==> src/rtl/foreground_frame_controller_if.sv <==
// foreground_frame_controller_if: frame RAM read bus, mask sink handshake and background write bus
//   master (controller): drives rd_en/rd_addr, mask_valid/mask_addr/mask_bit, bg_wr_en/bg_wr_addr/bg_wr_rgb;
//                        receives cur_rgb/bg_rgb (one cycle after rd_en) and mask_ready
//   slave (RAMs/sink):   the opposite directions
interface foreground_frame_controller_if #(
    parameter int ADDR_W = 12
);
    logic              rd_en;
    logic [ADDR_W-1:0] rd_addr;
    logic [23:0]       cur_rgb;
    logic [23:0]       bg_rgb;
    logic              mask_valid;
    logic              mask_ready;
    logic [ADDR_W-1:0] mask_addr;
    logic              mask_bit;
    logic              bg_wr_en;
    logic [ADDR_W-1:0] bg_wr_addr;
    logic [23:0]       bg_wr_rgb;
    modport master (
        output rd_en, rd_addr, mask_valid, mask_addr, mask_bit, bg_wr_en, bg_wr_addr, bg_wr_rgb,
        input  cur_rgb, bg_rgb, mask_ready
    );
    modport slave (
        input  rd_en, rd_addr, mask_valid, mask_addr, mask_bit, bg_wr_en, bg_wr_addr, bg_wr_rgb,
        output cur_rgb, bg_rgb, mask_ready
    );
endinterface

==> src/rtl/foreground_frame_controller.sv <==
// foreground_frame_controller: walks every pixel once per frame, feeds the detector, emits mask bits and updates the background
//   clk, reset_n          : clock, asynchronous active-low reset
//   start, learn          : frame start pulse (IDLE only) and learn-mode select sampled with it
//   busy, done            : frame in progress, one-cycle completion pulse
//   det_current_rgb,
//   det_background_rgb    : registered pixel pair to the combinational detector
//   det_is_foreground     : detector result
//   bus                   : frame RAM reads, mask sink handshake, background RAM writes
module foreground_frame_controller #(
    parameter int NUM_PIXELS   = 3072,
    parameter int ADDR_W       = 12,
    parameter int UPDATE_SHIFT = 3
) (
    input  logic        clk,
    input  logic        reset_n,
    input  logic        start,
    input  logic        learn,
    output logic        busy,
    output logic        done,
    output logic [23:0] det_current_rgb,
    output logic [23:0] det_background_rgb,
    input  logic        det_is_foreground,
    foreground_frame_controller_if.master bus
);
    typedef enum logic [2:0] {
        S_IDLE,
        S_READ,
        S_WAIT,
        S_EVAL,
        S_WRITE,
        S_DONE
    } state_t;

    localparam logic [ADDR_W-1:0] LAST = ADDR_W'(NUM_PIXELS - 1);

    state_t            state_q, state_d;
    logic [ADDR_W-1:0] cnt_q, cnt_d;
    logic              learn_q, learn_d;
    logic [23:0]       cur_q, cur_d;
    logic [23:0]       bkg_q, bkg_d;
    logic              mask_bit_q, mask_bit_d;
    logic [23:0]       wr_rgb_q, wr_rgb_d;
    logic              hs;
    logic              last;

    // Running-average step on one channel: bg + floor((cur - bg) / 2^UPDATE_SHIFT), clamped to 0..255.
    function automatic logic [7:0] blend(input logic [7:0] c, input logic [7:0] b);
        logic signed [8:0] d;
        logic signed [8:0] sh;
        logic signed [9:0] s;
        d  = $signed({1'b0, c}) - $signed({1'b0, b});
        sh = d >>> UPDATE_SHIFT;
        s  = $signed({2'b00, b}) + $signed({sh[8], sh});
        return s < 10'sd0 ? 8'd0 : s > 10'sd255 ? 8'd255 : s[7:0];
    endfunction

    assign hs   = (state_q == S_WRITE) && bus.mask_ready;
    assign last = cnt_q == LAST;

    always_ff @(posedge clk or negedge reset_n) begin
        if (!reset_n) begin
            state_q    <= S_IDLE;
            cnt_q      <= '0;
            learn_q    <= 1'b0;
            cur_q      <= '0;
            bkg_q      <= '0;
            mask_bit_q <= 1'b0;
            wr_rgb_q   <= '0;
        end else begin
            state_q    <= state_d;
            cnt_q      <= cnt_d;
            learn_q    <= learn_d;
            cur_q      <= cur_d;
            bkg_q      <= bkg_d;
            mask_bit_q <= mask_bit_d;
            wr_rgb_q   <= wr_rgb_d;
        end
    end

    always_comb begin
        state_d = state_q;
        case (state_q)
            S_IDLE:  state_d = start ? S_READ : S_IDLE;
            S_READ:  state_d = S_WAIT;
            S_WAIT:  state_d = S_EVAL;
            S_EVAL:  state_d = S_WRITE;
            S_WRITE: state_d = !hs ? S_WRITE : last ? S_DONE : S_READ;
            S_DONE:  state_d = S_IDLE;
            default: state_d = S_IDLE;
        endcase
    end

    // Datapath registers: everything except the counter is held through a WRITE stall.
    always_comb begin
        cnt_d      = (state_q == S_IDLE && start) ? '0 : (hs && !last) ? cnt_q + 1'b1 : cnt_q;
        learn_d    = (state_q == S_IDLE && start) ? learn : learn_q;
        cur_d      = (state_q == S_WAIT) ? bus.cur_rgb : cur_q;
        bkg_d      = (state_q == S_WAIT) ? bus.bg_rgb : bkg_q;
        mask_bit_d = (state_q == S_EVAL) ? det_is_foreground : mask_bit_q;
        wr_rgb_d   = (state_q != S_EVAL) ? wr_rgb_q :
                     learn_q ? cur_q :
                     {blend(cur_q[23:16], bkg_q[23:16]), blend(cur_q[15:8], bkg_q[15:8]), blend(cur_q[7:0], bkg_q[7:0])};
    end

    always_comb begin
        busy               = state_q inside {S_READ, S_WAIT, S_EVAL, S_WRITE};
        done               = state_q == S_DONE;
        bus.rd_en          = state_q == S_READ;
        bus.rd_addr        = cnt_q;
        bus.mask_valid     = state_q == S_WRITE;
        bus.mask_addr      = cnt_q;
        bus.mask_bit       = mask_bit_q;
        // Foreground pixels leave the background untouched unless the frame is being learned.
        bus.bg_wr_en       = hs && (learn_q || !mask_bit_q);
        bus.bg_wr_addr     = cnt_q;
        bus.bg_wr_rgb      = wr_rgb_q;
        det_current_rgb    = cur_q;
        det_background_rgb = bkg_q;
    end
endmodule

==> src/flat_wrapper.sv <==
// flat-port wrapper written by rule: the top's interface ports become plain ports
module foreground_frame_controller_flat 
#(
    parameter int NUM_PIXELS   = 3072,
    parameter int ADDR_W       = 12,
    parameter int UPDATE_SHIFT = 3
)
  (clk, reset_n, start, learn, busy, done, det_current_rgb, det_background_rgb, det_is_foreground, bus_rd_en, bus_rd_addr, bus_mask_valid, bus_mask_addr, bus_mask_bit, bus_bg_wr_en, bus_bg_wr_addr, bus_bg_wr_rgb, bus_cur_rgb, bus_bg_rgb, bus_mask_ready);
  foreground_frame_controller_if #(.ADDR_W(ADDR_W)) bus_i ();
  input  logic clk;
  input  logic reset_n;
  input  logic start;
  input  logic learn;
  output logic busy;
  output logic done;
  output logic [23:0] det_current_rgb;
  output logic [23:0] det_background_rgb;
  input  logic det_is_foreground;
  output wire logic [$bits(bus_i.rd_en)-1:0] bus_rd_en;
  output wire logic [$bits(bus_i.rd_addr)-1:0] bus_rd_addr;
  output wire logic [$bits(bus_i.mask_valid)-1:0] bus_mask_valid;
  output wire logic [$bits(bus_i.mask_addr)-1:0] bus_mask_addr;
  output wire logic [$bits(bus_i.mask_bit)-1:0] bus_mask_bit;
  output wire logic [$bits(bus_i.bg_wr_en)-1:0] bus_bg_wr_en;
  output wire logic [$bits(bus_i.bg_wr_addr)-1:0] bus_bg_wr_addr;
  output wire logic [$bits(bus_i.bg_wr_rgb)-1:0] bus_bg_wr_rgb;
  input wire logic [$bits(bus_i.cur_rgb)-1:0] bus_cur_rgb;
  input wire logic [$bits(bus_i.bg_rgb)-1:0] bus_bg_rgb;
  input wire logic [$bits(bus_i.mask_ready)-1:0] bus_mask_ready;
  assign bus_rd_en = bus_i.rd_en;
  assign bus_rd_addr = bus_i.rd_addr;
  assign bus_mask_valid = bus_i.mask_valid;
  assign bus_mask_addr = bus_i.mask_addr;
  assign bus_mask_bit = bus_i.mask_bit;
  assign bus_bg_wr_en = bus_i.bg_wr_en;
  assign bus_bg_wr_addr = bus_i.bg_wr_addr;
  assign bus_bg_wr_rgb = bus_i.bg_wr_rgb;
  assign bus_i.cur_rgb = bus_cur_rgb;
  assign bus_i.bg_rgb = bus_bg_rgb;
  assign bus_i.mask_ready = bus_mask_ready;
  foreground_frame_controller #(.NUM_PIXELS(NUM_PIXELS), .ADDR_W(ADDR_W), .UPDATE_SHIFT(UPDATE_SHIFT)) u_core (.clk(clk), .reset_n(reset_n), .start(start), .learn(learn), .busy(busy), .done(done), .det_current_rgb(det_current_rgb), .det_background_rgb(det_background_rgb), .det_is_foreground(det_is_foreground), .bus(bus_i));
endmodule
==> config.mk <==
export PLATFORM = sky130hd
export DESIGN_NAME = foreground_frame_controller_flat
export DESIGN_NICKNAME = d
export VERILOG_FILES = /design/src/rtl/foreground_frame_controller_if.sv /design/src/rtl/foreground_frame_controller.sv /design/src/flat_wrapper.sv
export SDC_FILE = /design/constraint.sdc
export NUM_CORES = 1
export LEC_CHECK = 0
export BUFFER_PORTS_ARGS = -buffer_cell sky130_fd_sc_hd__buf_2
export CORE_MARGIN = 8
export CORE_UTILIZATION = 50
export CTS_BUF_LIST = sky130_fd_sc_hd__clkbuf_16
export DETAILED_ROUTE_END_ITERATION = 12
export PLACE_DENSITY = 0.73
export SETUP_SLACK_MARGIN = 0.15
export SLEW_MARGIN = 15
export SYNTH_ARGS = -nofsm -noshare
export SYNTH_HDL_FRONTEND = slang
export SYNTH_SLANG_ARGS = --single-unit
export TNS_END_PERCENT = 1
==> constraint.sdc <==
create_clock -name clk -period 4 [get_ports clk]
set_input_delay 0.2 -clock clk [delete_from_list [all_inputs] [get_ports clk]]
set_output_delay 0.2 -clock clk [all_outputs]
set_load 0.005 [all_outputs]
==> run metrics, run 1 <==
min Tclk post-route=3.68 ns; hold crit path type=in -> reg; # Post-CTS Setup Buffers=0; slowest cell on the critical path=a2111oi_1; crit path to=u_core.bus.bg_wr_rgb[15]; Clock Path Buffers=2; Buf/Inv on CP=1; Synth-to-Final Area Change=20.1%; Commonest cells post-synth=dfrtp_1, a21oi_1, o21ai_0; area of the die=15,500 sq um; Antenna Cells=0; Ys Warns=0; flop2flop setup slack=0.32 ns; setup TNS=0 ns; drt pass-1 iters=5; Final Cycle Share=0.919; critical path, cell by cell=inv_1 > ha_1 > a2111o_1 > a31oi_1 > o21bai_1 > a21oi_1 > xnor2_1 > ha_1 > a21oi_1 > o21ai_1 > a2111oi_1 > a311oi_1 > o31ai_1; 1st-iter DRT viols=356; cells after synthesis=623; number of flops mapped to enable cells by yosys=0; RSZ-0062 raised after global routing=true; FF+latch count, synth=89; residual DRC count=0; Worst Setup SP=u_core.det_background_rgb[9]; initial antenna violation count=0; Synthesized Nets=721; Post-Synth Simple-Gate Area=0.148; final worst slack=0.325 ns; pin count of the biggest net entering global routing=49; Slowest Stage Delay on Critical Path=0.47 ns; clock insertion delay at the later pin of the skew report=0.34 ns; Data arrival, critical path=3.92 ns; Starting Density=0.512; share of layout cells above drive strength 1=0.304; post-synthesis cell type count=63; Ports=168; Post-Synth Adder-Cell Area=0.0975; Max Clock Freq=272 MHz; Least-Margin Pin Slew=0.786 ns; WL per Instance=18.2 um; post-route clock skew=0.00840 ns; count leader, synth=dfrtp_1; Post-Syn Area=5880 sq um; Crit path max-delay family=compound AO/OA/AOI/OAI gates; FFs w/ async S/R, synth=1.00; vias in the first global route=5,457; r2r worst-path depth=13; Crit Path Class=reg -> reg; clk sinks=89; crit path launch type=register; fin. max-slew vios=0; first-pass GRT wire length=27.7 mm; max-cap viol count=0; post-synthesis xor/xnor area fraction=0.0507; final setup violation count=0; max_slew headroom=0.472; GRT Util Overall=0.212; worst r2r src=u_core.det_background_rgb[9]; worst-path fanout max=7; Crit. End Element=register; vias=5,275; Synth Area in Compound Gates=0.203; gpl congestion=0.902; gr ovfl total=0; synthesized area per cell=9.43 sq um; TritonCTS clock tree=done; CTS clk-pin slew, worst paths=0.07 ns; WL final=16.7 mm; CTS root buffer=clkbuf_16; Post-DRT Antenna Nets=0; fillers=992; die height=124 um; port bufs=167; Placement Setup Slack=0.255 ns; leading area contributor after synthesis=dfrtp_1; Nets=864; core area=11,500 sq um; outcome=finished, final reports clean; Post-synth top flop=dfrtp_1; post-synthesis mux area share=0.0560; die width=124 um; Hold Fails Final Rpt=0; top cells by area, synth=dfrtp_1, ha_1, mux2_2, a21oi_1, o21ai_0; DP HPWL=12.5 mm; number of cell rows=39; vias per cell=5.77; CP required=4.25 ns; Seq/Total Area, Yosys=0.379; total CTS buffers=9; cell count along the critical path=13; share of the synthesized area in the top cell type=0.379; H-tree depth=3; combinational family with the most area after synthesis=compound AO/OA/AOI/OAI gates; reg-to-reg critical path endpoint=u_core.bus.bg_wr_rgb[15]
==> worst min-delay path by stage <==
stage	from	endpoint	depth (start not counted)	slack (ns)
2_1_floorplan	reset_n	u_core.bus.bg_wr_addr[0]	0	-0.1
3_3_place_gp	reset_n	u_core.det_background_rgb[0]	1	0.25
3_5_place_dp	reset_n	u_core.det_background_rgb[0]	1	0.26
4_1_cts	det_is_foreground	u_core.bus.mask_bit	3	0.04
5_1_grt	det_is_foreground	u_core.bus.mask_bit	3	0.05
6_report	bus_bg_rgb[3]	u_core.det_background_rgb[3]	3	0.05
==> timing repair <==
item,CTS,global route
gates resized for setup,0,8
endpoints found under the hold margin,46,0
endpoints found under the setup margin,0,21
hold buffers,1,0
==> kinds of logic after synthesis <==
| family | Yosys count |
|---|---|
| AOI/OAI and AO/OA | 183 |
| DFF | 89 |
| adders and majority gates | 44 |
| and+or+nand+nor | 168 |
| muxes | 29 |
| xor gates and xnor gates | 34 |
| buffers and inverters | 76 |
==> worst reg2reg max path: stages, from the launching register on <==
cell	delay, ns
dfrtp_1	0.42
inv_1	0.08
ha_1	0.30
a2111o_1	0.41
a31oi_1	0.28
o21bai_1	0.14
a21oi_1	0.20
xnor2_1	0.19
ha_1	0.30
a21oi_1	0.19
o21ai_1	0.25
a2111oi_1	0.47
a311oi_1	0.10
o31ai_1	0.25
==> final cells by class <==
cell class,count,area [sq um],area share
Tap cell,143,179,0.0254
Timing Repair Buffer,180,938,0.133
Multi-Input combinational cell,458,3300,0.467
Clock buffer,9,225,0.0319
Clock inverter,7,85.1,0.0121
Inverter,28,105,0.0149
Sequential cell,89,2230,0.316
==> placed cells by master (no fill, tap or decap), types with 13 or more instances in the layout <==
cell and n:
xnor2_1 22, a21oi_1 47, ha_1 41, inv_1 28, nor2_1 35, nand2_1 37
o21ai_0 45, dfrtp_1 88, and3_1 14, buf_4 13, buf_2 166, nor3_1 19
mux2_2 27
==> stage by stage <==
stage	area [sq um]	hold WS [ns]	cells	utilization
after floorplan	5880	-0.0956	623	-
after global placement	6710	0.252	897	0.585
after detailed placement	6710	0.259	897	0.585
after CTS	7030	0.0387	914	0.613
after global routing	7060	0.0471	914	0.615
final	7060	0.0500	914	0.615
==> layer usage <==
metal,track usage,routed length (um),share of wire
met1,0.255,7240,0.43
met2,0.357,8160,0.49
met3,0.0604,1030,0.062
met4,0.0716,230,0.014
met5,0,0,0
==> sequential cells by signal, indices dropped and copies added, names as in the netlist <==
| name | count |
|---|---|
| u_core.bus.bg_wr_addr | 12 |
| u_core.det_background_rgb | 24 |
| u_core.det_current_rgb | 24 |
| u_core.state_q | 3 |
| u_core.bus.bg_wr_rgb | 24 |
| u_core.learn_q | 1 |
| u_core.bus.mask_bit | 1 |
Power of run 1 is left out: the tool's default activity adds up to more than one toggle a clock period on the data nets, which glitch-free logic cannot reach.
==> run 2, diff against run 1 <==
--- a/config.mk
+++ b/config.mk
@@ -11,7 +11,7 @@
 export CTS_BUF_LIST = sky130_fd_sc_hd__clkbuf_16
 export DETAILED_ROUTE_END_ITERATION = 12
 export PLACE_DENSITY = 0.73
-export SETUP_SLACK_MARGIN = 0.15
+export SETUP_SLACK_MARGIN = 0.02
 export SLEW_MARGIN = 15
 export SYNTH_ARGS = -nofsm -noshare
 export SYNTH_HDL_FRONTEND = slang
==> constraint.sdc (replaced) <==
create_clock -name clk -period 4 [get_ports clk]
set_input_delay 0.2 -clock clk [delete_from_list [all_inputs] [get_ports clk]]
set_output_delay 0.2 -clock clk [all_outputs]
set_load 0.02 [all_outputs]
==> run metrics, run 2 (synthesis results as in run 1) <==
total CTS buffers=9 (unchanged); Starting Density=0.512 (unchanged); CP required=4.24 ns (about the same); Least-Margin Pin Slew=0.705 ns (-0.0809 ns); worst-path fanout max=7 (unchanged); final non-filler cell total=914 (unchanged); fillers=997 (+0.50%); setup TNS=0 ns (unchanged); GRT Util Overall=0.212 (unchanged); fin. max-slew vios=0 (unchanged); first-pass GRT wire length=27.7 mm (unchanged); Ports=168 (unchanged); min Tclk post-route=3.78 ns (+0.103 ns); Synth-to-Final Area Change=19.7%; max-cap viol count=0 (unchanged); RSZ-0062 raised after global routing=true; die height=124 um (unchanged); Placed Instances=897 (unchanged); met2 WL post-DR=8.16 mm (about the same); initial antenna violation count=0 (unchanged); clk sinks=89 (unchanged); M1 WL=7.16 mm (-1.2%); DP HPWL=12.5 mm (unchanged); port bufs=167 (unchanged); Max Clock Freq=265 MHz (-2.7%); vias=5,297 (+0.42%); # Post-CTS Setup Buffers=0 (unchanged); pin count of the biggest net entering global routing=49 (unchanged); gr ovfl total=0 (unchanged); Crit Path Class=reg -> reg; Min Hold Slack=0.0506 ns (+0.000615 ns); Top Metal Used=met4; drt pass-1 iters=5 (unchanged); Final Cycle Share=0.945 (+0.0258); outcome=finished, final reports clean; vias per cell=5.80 (+0.42%); Data arrival, critical path=4.02 ns (+0.10 ns); WL final=16.6 mm (-0.42%); Hold Fails Final Rpt=0 (unchanged); hold crit path type=in -> reg; post-route clock skew=0.00807 ns (-0.000336 ns); max_slew headroom=0.528 (+0.0557); final worst slack=0.221 ns (-0.103 ns); CTS clk-pin slew, worst paths=0.07 ns (about the same); 1st-iter DRT viols=315 (-12%); CTS root buffer=clkbuf_16; most frequent cells in the layout=buf_2, dfrtp_1, a21oi_1, o21ai_0, ha_1; WL per Instance=18.2 um (-0.42%); area of the die=15,500 sq um (unchanged); residual DRC count=0 (unchanged); crit path launch type=register; gpl congestion=0.902 (unchanged); clock insertion delay at the later pin of the skew report=0.34 ns (about the same); most common cell after layout, fill and taps aside=buf_2; Placement Setup Slack=0.255 ns (unchanged); core area=11,500 sq um (unchanged); TritonCTS clock tree=done; Nets=864 (unchanged); die width=124 um (unchanged); H-tree depth=3 (unchanged); final setup violation count=0 (unchanged); vias in the first global route=5,457 (unchanged); Clock Path Buffers=2 (unchanged); met3 wire length=1.04 mm (+0.77%); Crit. End Element=register; share of layout cells above drive strength 1=0.298 (-0.00519); Post-DRT Antenna Nets=0 (unchanged); Antenna Cells=0 (unchanged); number of cell rows=39 (unchanged)
## run 2: cell counts in the layout (fill, tap and decap cells not counted)
No cell type changed its count.
## run 2: routing by layer
metal | global-route usage | up-vias
li1 | - | 2554
met1 | 0.255 | 2552
met2 | 0.357 | 168
met3 | 0.0604 | 23
met4 | 0.0716 | 0
met5 | 0 | -
## run 2: area by class of cell
type                    count  area, sq um  share of cell area
multi-input cells         458         3270               0.465
flip-flops and latches     89         2230               0.317
repair buffers            180          938               0.133
clock buffers               9          225              0.0320
well taps                 143          179              0.0254
inverters                  28          105              0.0149
clock inverters             7         85.1              0.0121
## run 2: metrics by stage
step	utilization	area, sq um
2_1_floorplan	-	5880
3_3_place_gp	0.585	6710
3_5_place_dp	0.585	6710
4_1_cts	0.613	7030
5_1_grt	0.613	7030
6_report	0.613	7030
## run 2: path summary, 6_finish.rpt
kind	cells past startpoint	startpoint	end	slack, ns
max in group asynchronous	3	reset_n	u_core.bus.bg_wr_rgb[5]	2.58
min in group asynchronous	2	reset_n	u_core.det_background_rgb[0]	0.41
worst max register to register	13	u_core.det_background_rgb[5]	u_core.bus.bg_wr_rgb[7]	0.22
worst min register to register	2	u_core.bus.bg_wr_rgb[15]	u_core.bus.bg_wr_rgb[15]	0.51
worst max-delay path	13	u_core.det_background_rgb[5]	u_core.bus.bg_wr_rgb[7]	0.22
worst min-delay path	3	bus_bg_rgb[3]	u_core.det_background_rgb[3]	0.05
## run 2: repair_timing
action                                 4_1_cts  5_1_grt
hold buffers                                 1        0
gates resized for setup                      0        2
endpoints found under the hold margin       46        0
setup endpoints to repair                    0       12
## run 2: worst max-delay path: stages, from the launching register on
cell and delay [ns]:
dfrtp_1 0.45, inv_1 0.14, ha_1 0.39, nand3_1 0.14, o21ai_1 0.23, a21oi_1 0.12
xnor2_1 0.20, ha_1 0.28, and2_1 0.19, a221o_1 0.36, or2_2 0.33, a2111oi_1 0.41
o211ai_1 0.16, a311oi_1 0.28
Power of run 2 is left out for the same reason.
